`config.mk`:
```
export PLATFORM = sky130hd
export DESIGN_NAME = rr_mux_arbiter_8
export DESIGN_NICKNAME = d
export VERILOG_FILES = /design/src/rtl/arb_pkg.sv /design/src/rtl/rr_pick_8.sv /design/src/rtl/rr_mux_arbiter_8.sv
export SDC_FILE = /design/constraint.sdc
export NUM_CORES = 1
export LEC_CHECK = 0
export BUFFER_PORTS_ARGS = -buffer_cell sky130_fd_sc_hd__buf_2
export CELL_PAD_IN_SITES_DETAIL_PLACEMENT = 1
export CELL_PAD_IN_SITES_GLOBAL_PLACEMENT = 2
export CORE_ASPECT_RATIO = 1.75
export CORE_UTILIZATION = 28
export CTS_CLUSTER_SIZE = 20
export DETAILED_ROUTE_END_ITERATION = 16
export GPL_ROUTABILITY_DRIVEN = 0
export PLACE_DENSITY = 0.88
export SLEW_MARGIN = 20
export SYNTH_ARGS = -nofsm -noshare
export SYNTH_HDL_FRONTEND = slang
export SYNTH_SLANG_ARGS = --single-unit
```
`constraint.sdc`:
```
create_clock -name clk -period 4.5 [get_ports clk]
set_clock_uncertainty 0.1 [all_clocks]
set_input_delay 0.225 -clock clk [delete_from_list [all_inputs] [get_ports clk]]
set_output_delay 0.225 -clock clk [all_outputs]
set_load 0.05 [all_outputs]
```
`src/rtl/arb_pkg.sv`:
```
// Shared constants, state encoding and helpers for the 8-way round-robin mux arbiter.
// The optional hold-lock feature is selected by the ARB_LOCK_EN macro in the top module.
package arb_pkg;

  localparam int ARB_N        = 8;
  localparam int ARB_SEL_W    = 3;
  localparam int ARB_W        = 8;
  localparam int ARB_MAX_HOLD = 4;

  typedef enum logic {
    ST_IDLE  = 1'b0,
    ST_GRANT = 1'b1
  } state_t;

  function automatic logic [ARB_N-1:0] onehot8(input logic [ARB_SEL_W-1:0] idx);
    onehot8 = ARB_N'(1) << idx;
  endfunction

endpackage

```
`src/rtl/rr_pick_8.sv`:
```
// Rotating priority encoder: finds the first set request at or after start, wrapping 7 -> 0.
module rr_pick_8
  import arb_pkg::*;
(
  input  logic [ARB_N-1:0]     req,
  input  logic [ARB_SEL_W-1:0] start,
  output logic                 found,
  output logic [ARB_SEL_W-1:0] idx
);

  logic [ARB_SEL_W-1:0] cand;

  // Scan from the farthest offset down so the nearest set bit is the last one written.
  always_comb begin
    found = 1'b0;
    idx   = '0;
    cand  = '0;
    for (int i = ARB_N - 1; i >= 0; i--) begin
      cand = start + ARB_SEL_W'(i);
      if (req[cand]) begin
        found = 1'b1;
        idx   = cand;
      end
    end
  end

endmodule

```
`src/rtl/rr_mux_arbiter_8.sv`:
```
// Round-robin arbiter driving an 8:1 word mux with a bounded hold time per grant.
// Define ARB_LOCK_EN to add a lock input that freezes hold expiry for atomic bursts.
module rr_mux_arbiter_8
  import arb_pkg::*;
#(
  parameter int N        = ARB_N,
  parameter int SEL_W    = ARB_SEL_W,
  parameter int W        = ARB_W,
  parameter int MAX_HOLD = ARB_MAX_HOLD
) (
  input  logic             clk,
  input  logic             rst,
  input  logic [N-1:0]     req,
  input  logic [N*W-1:0]   in_data,
`ifdef ARB_LOCK_EN
  input  logic             lock,
`endif
  output logic [N-1:0]     gnt,
  output logic [SEL_W-1:0] sel,
  output logic             valid,
  output logic [W-1:0]     out_data
);

  localparam int HW = $clog2(MAX_HOLD + 1);
  localparam logic [HW-1:0] HOLD_LAST = HW'(MAX_HOLD - 1);

  // Handshake: req[k] is a level held until served; gnt[k] (with valid) is the
  // acknowledge, and the requester owns the mux while both are high.
  state_t           state, nxt_state;
  logic [SEL_W-1:0] ptr, nxt_ptr;
  logic [HW-1:0]    hold_cnt, nxt_hold;
  logic [N-1:0]     nxt_gnt;
  logic [SEL_W-1:0] nxt_sel;
  logic             nxt_valid;

  logic             release_g, expire_g, locked;
  logic [N-1:0]     pick_req;
  logic [SEL_W-1:0] pick_start;
  logic             pick_found;
  logic [SEL_W-1:0] pick_idx;

`ifdef ARB_LOCK_EN
  assign locked = lock;
`else
  assign locked = 1'b0;
`endif

  // One encoder serves both states: IDLE searches from ptr, GRANT from the slot after g.
  always_comb begin
    release_g  = 1'b0;
    expire_g   = 1'b0;
    if (state == ST_GRANT) begin
      release_g = !req[sel];
      expire_g  = req[sel] && (hold_cnt == HOLD_LAST) && !locked;
    end
    pick_req   = release_g ? (req & ~gnt) : req;
    pick_start = (state == ST_GRANT) ? sel + SEL_W'(1) : ptr;
  end

  rr_pick_8 u_pick (
    .req   (pick_req),
    .start (pick_start),
    .found (pick_found),
    .idx   (pick_idx)
  );

  always_ff @(posedge clk) begin
    if (rst) begin
      state    <= ST_IDLE;
      ptr      <= '0;
      hold_cnt <= '0;
      gnt      <= '0;
      sel      <= '0;
      valid    <= 1'b0;
    end else begin
      state    <= nxt_state;
      ptr      <= nxt_ptr;
      hold_cnt <= nxt_hold;
      gnt      <= nxt_gnt;
      sel      <= nxt_sel;
      valid    <= nxt_valid;
    end
  end

  always_comb begin
    nxt_state = state;
    nxt_ptr   = ptr;
    nxt_hold  = hold_cnt;
    nxt_gnt   = gnt;
    nxt_sel   = sel;
    nxt_valid = valid;
    case (state)
      ST_IDLE: begin
        if (pick_found) begin
          nxt_state = ST_GRANT;
          nxt_gnt   = onehot8(pick_idx);
          nxt_sel   = pick_idx;
          nxt_valid = 1'b1;
          nxt_hold  = '0;
        end else begin
          nxt_gnt   = '0;
          nxt_valid = 1'b0;
        end
      end
      ST_GRANT: begin
        if (release_g || expire_g) begin
          nxt_ptr = sel + SEL_W'(1);
          // On expiry g is always found, at worst as the last candidate.
          if (pick_found) begin
            nxt_gnt   = onehot8(pick_idx);
            nxt_sel   = pick_idx;
            nxt_valid = 1'b1;
            nxt_hold  = '0;
          end else begin
            nxt_state = ST_IDLE;
            nxt_gnt   = '0;
            nxt_valid = 1'b0;
            nxt_hold  = '0;
          end
        end else if (!locked) begin
          nxt_hold = hold_cnt + HW'(1);
        end
      end
      default: begin
        nxt_state = ST_IDLE;
        nxt_gnt   = '0;
        nxt_valid = 1'b0;
      end
    endcase
  end

  always_comb begin
    out_data = '0;
    if (valid) out_data = in_data[sel*W +: W];
  end

endmodule

```
==> impl_metrics.sql, run 1 <==
INSERT INTO impl_metrics (metric_group, metric, value, unit) VALUES
('min_path', 'hold_end', 'ptr[2]', ''),
('outcome', 'run_status', 'complete, no violations', ''),
('run', 'max-cap-violations', '0', ''),
('min_path', 'min_delay_path_class', 'in -> reg', ''),
('critical_path', 'critical_path.max_fanout', '23', ''),
('clocking', 'clk_root_buffer_cell', 'sky130_fd_sc_hd__clkbuf_16', ''),
('sta', 'number_of_hold_violations_in_the_final_report', '0', ''),
('synthesis', 'synth_enable_flop_cells', '0', ''),
('synthesis', 'synthesis.instances', '279', ''),
('global_route', 'largest_net_degree_at_the_start_of_global_routing', '24', ''),
('sta', 'fin_crit', '3.96', 'ns'),
('global_route', 'total_overflow_reported_by_the_global_router', '0', ''),
('route', 'finalWirelength', '8.91', 'mm'),
('sta', 'relSlewSlack', '54.6', '%'),
('synthesis', 'async_set_or_reset_register_ratio_after_synthesis', '0', '%'),
('clocking', 'maximum_count_of_clock_buffers_along_a_single_path', '2', ''),
('synthesis', 'synth-seq-cells', '19', ''),
('clocking', 'tritoncts', 'yes', ''),
('min_path', 'min_delay_path_depth', '2', ''),
('global_route', 'grt_first_pass_wirelength', '13.8', 'mm'),
('route', 'drc_errors', '0', ''),
('finish', 'area_delta_synth_final', '28.2', '%'),
('route', 'drt.antenna.violating_nets', '0', ''),
('critical_path', 'cp_data_required_time', '4.54', 'ns'),
('finish', 'fraction_of_final_layout_cells_with_drive_strength_greater_than_1', '40.1', '%'),
('floorplanning', 'chipWidth', '72.2', 'um'),
('critical_path', 'cp-end-kind', 'flop', ''),
('synthesis', 'synth-main-ff-cell', 'sky130_fd_sc_hd__dfxtp_1', ''),
('floorplanning', 'start_util', '29.1', '%'),
('synthesis', 'synth_largest_type_area_fraction', '15.7', '%'),
('sta', 'setup-tns-final', '0', 'ns'),
('power_and_ir_drop', 'power.ir.vdd_worst', '0.219', 'mV'),
('route', 'vias_per_cell', '5.52', ''),
('clocking', 'clk_latency', '0.25', 'ns'),
('sta', 'fmax', '252', 'MHz'),
('sta', 'setup_viol_count_final', '0', ''),
('critical_path', 'arrival', '4.01', 'ns'),
('route', 'via_count', '2670', ''),
('critical_path', 'worst_r2r_endpoint', 'gnt[6]', ''),
('floorplanning', 'rows', '44', ''),
('synthesis', 'synth-warning-count', '0', ''),
('critical_path', 'worst_setup_path_start_kind', 'flop', ''),
('sta', 'layout_worst_path_cycle_share', '88.1', '%'),
('critical_path', 'reg2reg_slack', '0.54', 'ns'),
('min_path', 'worst_hold_startpoint', 'rst', ''),
('route', 'avgRoutedWirePerCell', '18.4', 'um'),
('clocking', 'cts_made_buffers', '3', ''),
('global_route', 'gr-usage-all-layers', '19.6', '%'),
('synthesis', 'synth_top_cells_by_area', 'sky130_fd_sc_hd__dfxtp_1, sky130_fd_sc_hd__mux4_2, sky130_fd_sc_hd__mux2i_1', ''),
('clocking', 'clkSlewWorstSetupHoldPaths', '0.05', 'ns'),
('power_and_ir_drop', 'cellLeakagePower', '1.31', 'nW'),
('route', 'firstDrtPassIters', '4', ''),
('clocking', 'post_cts_buffers', '0', ''),
('critical_path', 'r2r-start', 'sel[0]', ''),
('synthesis', 'yosys.cell_types.count', '58', ''),
('synthesis', 'post_synth.cell_area_avg', '8.66', 'um2'),
('floorplanning', 'ios', '94', ''),
('power_and_ir_drop', 'power_density_over_the_cells', '712', 'nW/um2'),
('placed_design', 'port_buffers', '93', ''),
('clocking', 'cts.repair.resized', '0', ''),
('sta', 'timing.final.max_slew_violations', '0', ''),
('sta', 'rsz_0062_raised_after_global_routing', 'no', ''),
('floorplanning', 'fp.dieArea', '9020', 'um2'),
('clocking', 'holdBufCountCts', '0', ''),
('clocking', 'cts_num_sinks', '19', ''),
('floorplanning', 'die_y', '125', 'um'),
('finish', 'fillers', '1038', ''),
('global_route', 'grt_pass1_vias', '2934', ''),
('route', 'detailedRoute.firstIterationViolations', '87', ''),
('global_route', 'antenna_found_initial', '0', ''),
('finish', 'fin_nets', '449', ''),
('floorplanning', 'core-area', '8310', 'um2'),
('critical_path', 'reg2regPathDepth', '13', ''),
('critical_path', 'timing.setup.critical_path_class', 'reg -> reg', ''),
('synthesis', 'netlist_area', '2420', 'um2'),
('placed_design', 'detailedPlacementHpwl', '7.58', 'mm'),
('clocking', 'cts-htree-levels', '1', ''),
('finish', 'num_antenna_cells', '0', ''),
('synthesis', 'synth_top_cell_by_area', 'sky130_fd_sc_hd__dfxtp_1', ''),
('sta', 'max_slew.worst_pin.slew', '0.675', 'ns'),
('synthesis', 'syn-num-nets', '358', ''),
('finish', 'final_core_util', '37.3', '%'),
('synthesis', 'seq_area_frac_synth', '15.7', '%');
worst max path at each step:
| stage | to | slack [ns] | startpoint | cells past startpoint |
|---|---|---|---|---|
| 2_1_floorplan | gnt[4] | 0.28 | sel[0] | 14 |
| 3_3_place_gp | gnt[7] | 0.64 | sel[0] | 14 |
| 3_5_place_dp | gnt[5] | 0.58 | sel[0] | 14 |
| 4_1_cts | gnt[6] | 0.52 | sel[0] | 13 |
| 5_1_grt | gnt[7] | 0.23 | sel[0] | 14 |
| 6_report | gnt[6] | 0.54 | sel[0] | 13 |
cell usage after synthesis, drive strengths merged (2+ instances only):
| cell | n |
|---|---|
| o211ai | 2 |
| a221oi | 2 |
| a22o | 7 |
| o21ai | 4 |
| a22oi | 4 |
| nor2b | 13 |
| mux2 | 6 |
| nor2 | 23 |
| a211oi | 2 |
| mux4 | 16 |
| a21oi | 17 |
| inv | 5 |
| nand3 | 8 |
| o22ai | 11 |
| mux2i | 24 |
| nand2b | 8 |
| and3 | 2 |
| nand2 | 41 |
| o32ai | 2 |
| clkbuf | 10 |
| and2 | 2 |
| nand4b | 2 |
| xnor2 | 4 |
| buf | 5 |
| dfxtp | 19 |
| nand3b | 2 |
| o31ai | 9 |
| o311ai | 2 |
| o2111ai | 2 |
| ha | 5 |
| o32a | 2 |
| o221ai | 2 |
power breakdown:
part | total, mW | leakage (nW) | switching, mW | internal (mW)
clock | 0.180 | 0.0382 | 0.0592 | 0.120
sequential | 0.255 | 0.156 | 0.0430 | 0.212
combinational | 1.77 | 1.12 | 1.11 | 0.659
registers in the layout, summed over array words and instances (netlist names):
signal    flops
state         1
ptr           3
hold_cnt      3
valid         1
gnt           8
sel           3
layout make-up:
class                      count  area, um2  area share, %
inverter                       5       18.8          0.606
timing repair buffer         101        526           17.0
sequential                    19        380           12.3
clock buffer                   4       78.8           2.54
tap                          115        144           4.64
multi-input combinational    240       1950           63.0
cells by family (layout without fill, tap and decap cells):
| family | count (synthesis) | after routing | share of synthesized area (%) |
|---|---|---|---|
| AOI/OAI and AO/OA | 78 | 78 | 27.4 |
| xor gates and xnor gates | 5 | 5 | 1.81 |
| muxes | 46 | 46 | 27.9 |
| and+or+nand+nor | 106 | 106 | 21.0 |
| buffers and inverters | 20 | 110 | 3.57 |
| adders and majority gates | 5 | 5 | 2.59 |
| DFF | 19 | 19 | 15.7 |
layer usage:
layer,part of all wire [%],vias up,GRT usage (%)
li1,-,1255,-
met1,31,1274,15.5
met2,56,113,40.5
met3,6.7,28,3.07
met4,6.0,0,12.7
met5,0,-,0
placed cells by master (no fill, tap or decap), types with 9 or more instances in the layout:
| cell type | count |
|---|---|
| sky130_fd_sc_hd__buf_2 | 93 |
| sky130_fd_sc_hd__nand2_1 | 41 |
| sky130_fd_sc_hd__nor2b_1 | 13 |
| sky130_fd_sc_hd__dfxtp_1 | 19 |
| sky130_fd_sc_hd__nor2_1 | 23 |
| sky130_fd_sc_hd__mux2i_1 | 23 |
| sky130_fd_sc_hd__o31ai_1 | 9 |
| sky130_fd_sc_hd__mux4_2 | 16 |
| sky130_fd_sc_hd__a21oi_2 | 9 |
worst max-delay path, cell delays in order (launching register included):
cell,delay (ns)
sky130_fd_sc_hd__dfxtp_1,0.33
sky130_fd_sc_hd__buf_4,0.38
sky130_fd_sc_hd__inv_2,0.07
sky130_fd_sc_hd__mux2i_1,0.17
sky130_fd_sc_hd__buf_4,0.22
sky130_fd_sc_hd__inv_1,0.08
sky130_fd_sc_hd__ha_1,0.51
sky130_fd_sc_hd__nor2_1,0.16
sky130_fd_sc_hd__a22o_1,0.31
sky130_fd_sc_hd__a221o_1,0.30
sky130_fd_sc_hd__or3_1,0.32
sky130_fd_sc_hd__o32a_1,0.39
sky130_fd_sc_hd__a21o_1,0.22
sky130_fd_sc_hd__o31ai_1,0.28
metrics by stage:
stage | instances | setup slack (ns) | hold WS (ns) | area, um2 | total power [mW]
floorplan | 279 | 0.278 | 0.359 | 2420 | 1.59
global placement | 480 | 0.644 | 0.378 | 3020 | 1.98
detailed placement | 480 | 0.577 | 0.390 | 3020 | 2.02
CTS | 484 | 0.518 | 0.208 | 3100 | 2.21
global route | 484 | 0.234 | 0.223 | 3100 | 2.36
finish | 484 | 0.537 | 0.205 | 3100 | 2.21
Note: power is estimated with default switching activity, not from simulation.
==> run 2, diff against run 1 <==
--- a/config.mk
+++ b/config.mk
@@ -5,6 +5,7 @@
 export SDC_FILE = /design/constraint.sdc
 export NUM_CORES = 1
 export LEC_CHECK = 0
+export ABC_CLOCK_PERIOD_IN_PS = 4500
 export BUFFER_PORTS_ARGS = -buffer_cell sky130_fd_sc_hd__buf_2
 export CELL_PAD_IN_SITES_DETAIL_PLACEMENT = 1
 export CELL_PAD_IN_SITES_GLOBAL_PLACEMENT = 2
@@ -14,6 +15,7 @@
 export DETAILED_ROUTE_END_ITERATION = 16
 export GPL_ROUTABILITY_DRIVEN = 0
 export PLACE_DENSITY = 0.88
+export REMOVE_ABC_BUFFERS = 1
 export SLEW_MARGIN = 20
 export SYNTH_ARGS = -nofsm -noshare
 export SYNTH_HDL_FRONTEND = slang
==> impl_metrics.sql, run 2 (same netlist as run 1, synthesis figures left out) <==
INSERT INTO impl_metrics (metric_group, metric, value, unit) VALUES
('clocking', 'holdBufCountCts', '0', ''),
('sta', 'setup_ws', '0.331', 'ns'),
('clocking', 'clkSlewWorstSetupHoldPaths', '0.06', 'ns'),
('sta', 'timing.final.max_slew_violations', '0', ''),
('power_and_ir_drop', 'post-layout-total-power', '2.22', 'mW'),
('clocking', 'cts_made_buffers', '3', ''),
('power_and_ir_drop', 'power.share.combinational', '80.0', '%'),
('critical_path', 'arrival', '4.22', 'ns'),
('placed_design', 'port_buffers', '93', ''),
('critical_path', 'cp_data_required_time', '4.55', 'ns'),
('floorplanning', 'die_y', '125', 'um'),
('critical_path', 'worst_setup_path_start_kind', 'flop', ''),
('min_path', 'min_delay_path_class', 'in -> reg', ''),
('clocking', 'cts_num_sinks', '19', ''),
('finish', 'final_common_cell', 'sky130_fd_sc_hd__buf_2', ''),
('power_and_ir_drop', 'sw_frac_of_total', '55.7', '%'),
('floorplanning', 'fp.dieArea', '9020', 'um2'),
('global_route', 'largest_net_degree_at_the_start_of_global_routing', '24', ''),
('power_and_ir_drop', 'power.ir.vdd_worst', '0.204', 'mV'),
('critical_path', 'cp-end-kind', 'flop', ''),
('finish', 'final_core_util', '37.1', '%'),
('global_route', 'grt_first_pass_wirelength', '14.4', 'mm'),
('global_route', 'antenna_found_initial', '1', ''),
('floorplanning', 'core-area', '8310', 'um2'),
('global_route', 'gr-usage-all-layers', '20.5', '%'),
('outcome', 'run_status', 'complete, no violations', ''),
('finish', 'mostFrequentLayoutCells', 'sky130_fd_sc_hd__buf_2, sky130_fd_sc_hd__nand2_1, sky130_fd_sc_hd__mux2i_1, sky130_fd_sc_hd__nor2_1, sky130_fd_sc_hd__dfxtp_1', ''),
('finish', 'fraction_of_final_layout_cells_with_drive_strength_greater_than_1', '40.1', '%'),
('floorplanning', 'rows', '44', ''),
('clocking', 'post_cts_buffers', '0', ''),
('power_and_ir_drop', 'internal-power', '0.985', 'mW'),
('run', 'max-cap-violations', '0', ''),
('sta', 'layout_worst_path_cycle_share', '92.7', '%'),
('clocking', 'clk_root_buffer_cell', 'sky130_fd_sc_hd__clkbuf_16', ''),
('clocking', 'cts-htree-levels', '1', ''),
('route', 'vias_per_cell', '5.56', ''),
('critical_path', 'timing.setup.critical_path_class', 'reg -> reg', ''),
('power_and_ir_drop', 'power_density_over_the_cells', '720', 'nW/um2'),
('clocking', 'tritoncts', 'yes', ''),
('power_and_ir_drop', 'clock_power_share', '8.2', '%'),
('power_and_ir_drop', 'cellLeakagePower', '1.30', 'nW'),
('route', 'firstDrtPassIters', '4', ''),
('global_route', 'total_overflow_reported_by_the_global_router', '0', ''),
('finish', 'largest-register', 'gnt', ''),
('sta', 'fin_crit', '4.17', 'ns'),
('sta', 'number_of_hold_violations_in_the_final_report', '0', ''),
('sta', 'relSlewSlack', '57.5', '%'),
('route', 'finalWirelength', '9.20', 'mm'),
('sta', 'setup_viol_count_final', '0', ''),
('floorplanning', 'ios', '94', ''),
('route', 'detailedRoute.firstIterationViolations', '162', ''),
('clocking', 'cts.repair.resized', '0', ''),
('placed_design', 'dp_slack', '0.420', 'ns'),
('finish', 'fillers', '1017', ''),
('route', 'drt.antenna.violating_nets', '0', ''),
('placed_design', 'detailedPlacementHpwl', '7.67', 'mm'),
('finish', 'largest_reg_flops', '8', ''),
('sta', 'rsz_0062_raised_after_global_routing', 'no', ''),
('route', 'via_count', '2687', ''),
('route', 'avgRoutedWirePerCell', '19.0', 'um'),
('sta', 'max_slew.worst_pin.slew', '0.631', 'ns'),
('finish', 'fin_nets', '447', ''),
('finish', 'area_delta_synth_final', '27.7', '%'),
('clocking', 'maximum_count_of_clock_buffers_along_a_single_path', '2', ''),
('floorplanning', 'chipWidth', '72.2', 'um'),
('sta', 'fmax', '240', 'MHz'),
('global_route', 'grt_pass1_vias', '2871', ''),
('floorplanning', 'start_util', '29.1', '%'),
('route', 'drc_errors', '0', ''),
('power_and_ir_drop', 'seqPwrFrac', '11.8', '%'),
('clocking', 'clk_latency', '0.25', 'ns'),
('critical_path', 'critical_path.max_fanout', '18', ''),
('power_and_ir_drop', 'power_switching', '1.24', 'mW');
==> run 2: worst paths after layout <==
path | to | slack, ns | cells past startpoint | startpoint
worst max-delay path | gnt[6] | 0.33 | 11 | state
worst min-delay path | ptr[1] | 0.21 | 2 | rst
worst max register to register | gnt[6] | 0.33 | 11 | state
worst min register to register | ptr[1] | 0.41 | 2 | ptr[1]
==> run 2: layer usage <==
layer / GRT usage, % / share of wire (%) / wire [um] / vias up
met3: 3.16 / 6.6 / 608 / 23
met2: 42.8 / 57 / 5280 / 118
met5: 0 / 0 / 0 / -
met4: 10.1 / 4.4 / 406 / 0
li1: - / - / - / 1247
met1: 17.2 / 32 / 2910 / 1299
==> run 2: power groups by stage <==
stage | logic, mW | registers [mW] | clock network (mW)
4_1_cts | 1.77 | 0.261 | 0.183
5_1_grt | 1.92 | 0.265 | 0.194
2_1_floorplan | 1.17 | 0.398 | 0
3_5_place_dp | 1.77 | 0.265 | 0
6_report | 1.78 | 0.262 | 0.183
3_3_place_gp | 1.73 | 0.263 | 0
==> run 2: cell type report <==
cell class | instances | area [um2] | share of cell area [%]
clock inverter | 1 | 5.00 | 0.162
timing repair buffer | 99 | 510 | 16.5
multi-input combinational | 240 | 1950 | 63.2
antenna | 1 | 2.50 | 0.0811
tap | 115 | 144 | 4.66
inverter | 5 | 18.8 | 0.608
clock buffer | 3 | 75.1 | 2.43
sequential | 19 | 380 | 12.3
==> run 2: worst max-delay path, cell delays in order (launching register included) <==
cell                      delay [ns]
sky130_fd_sc_hd__dfxtp_1        0.72
sky130_fd_sc_hd__mux2_2         0.51
sky130_fd_sc_hd__inv_2          0.19
sky130_fd_sc_hd__ha_1           0.39
sky130_fd_sc_hd__xnor2_1        0.22
sky130_fd_sc_hd__nor2_1         0.10
sky130_fd_sc_hd__a22o_1         0.27
sky130_fd_sc_hd__a311o_1        0.35
sky130_fd_sc_hd__or3_1          0.36
sky130_fd_sc_hd__o32a_1         0.39
sky130_fd_sc_hd__a21o_1         0.23
sky130_fd_sc_hd__o31ai_1        0.25
==> run 2: through the flow <==
stage	TNS [ns]	area, um2	hold WS (ns)	cells
floorplan	-2.00	2350	0.194	264
global placement	0	3000	0.374	478
detailed placement	0	3000	0.393	478
CTS	0	3080	0.217	482
global route	0	3090	0.245	483
finish	0	3090	0.214	483
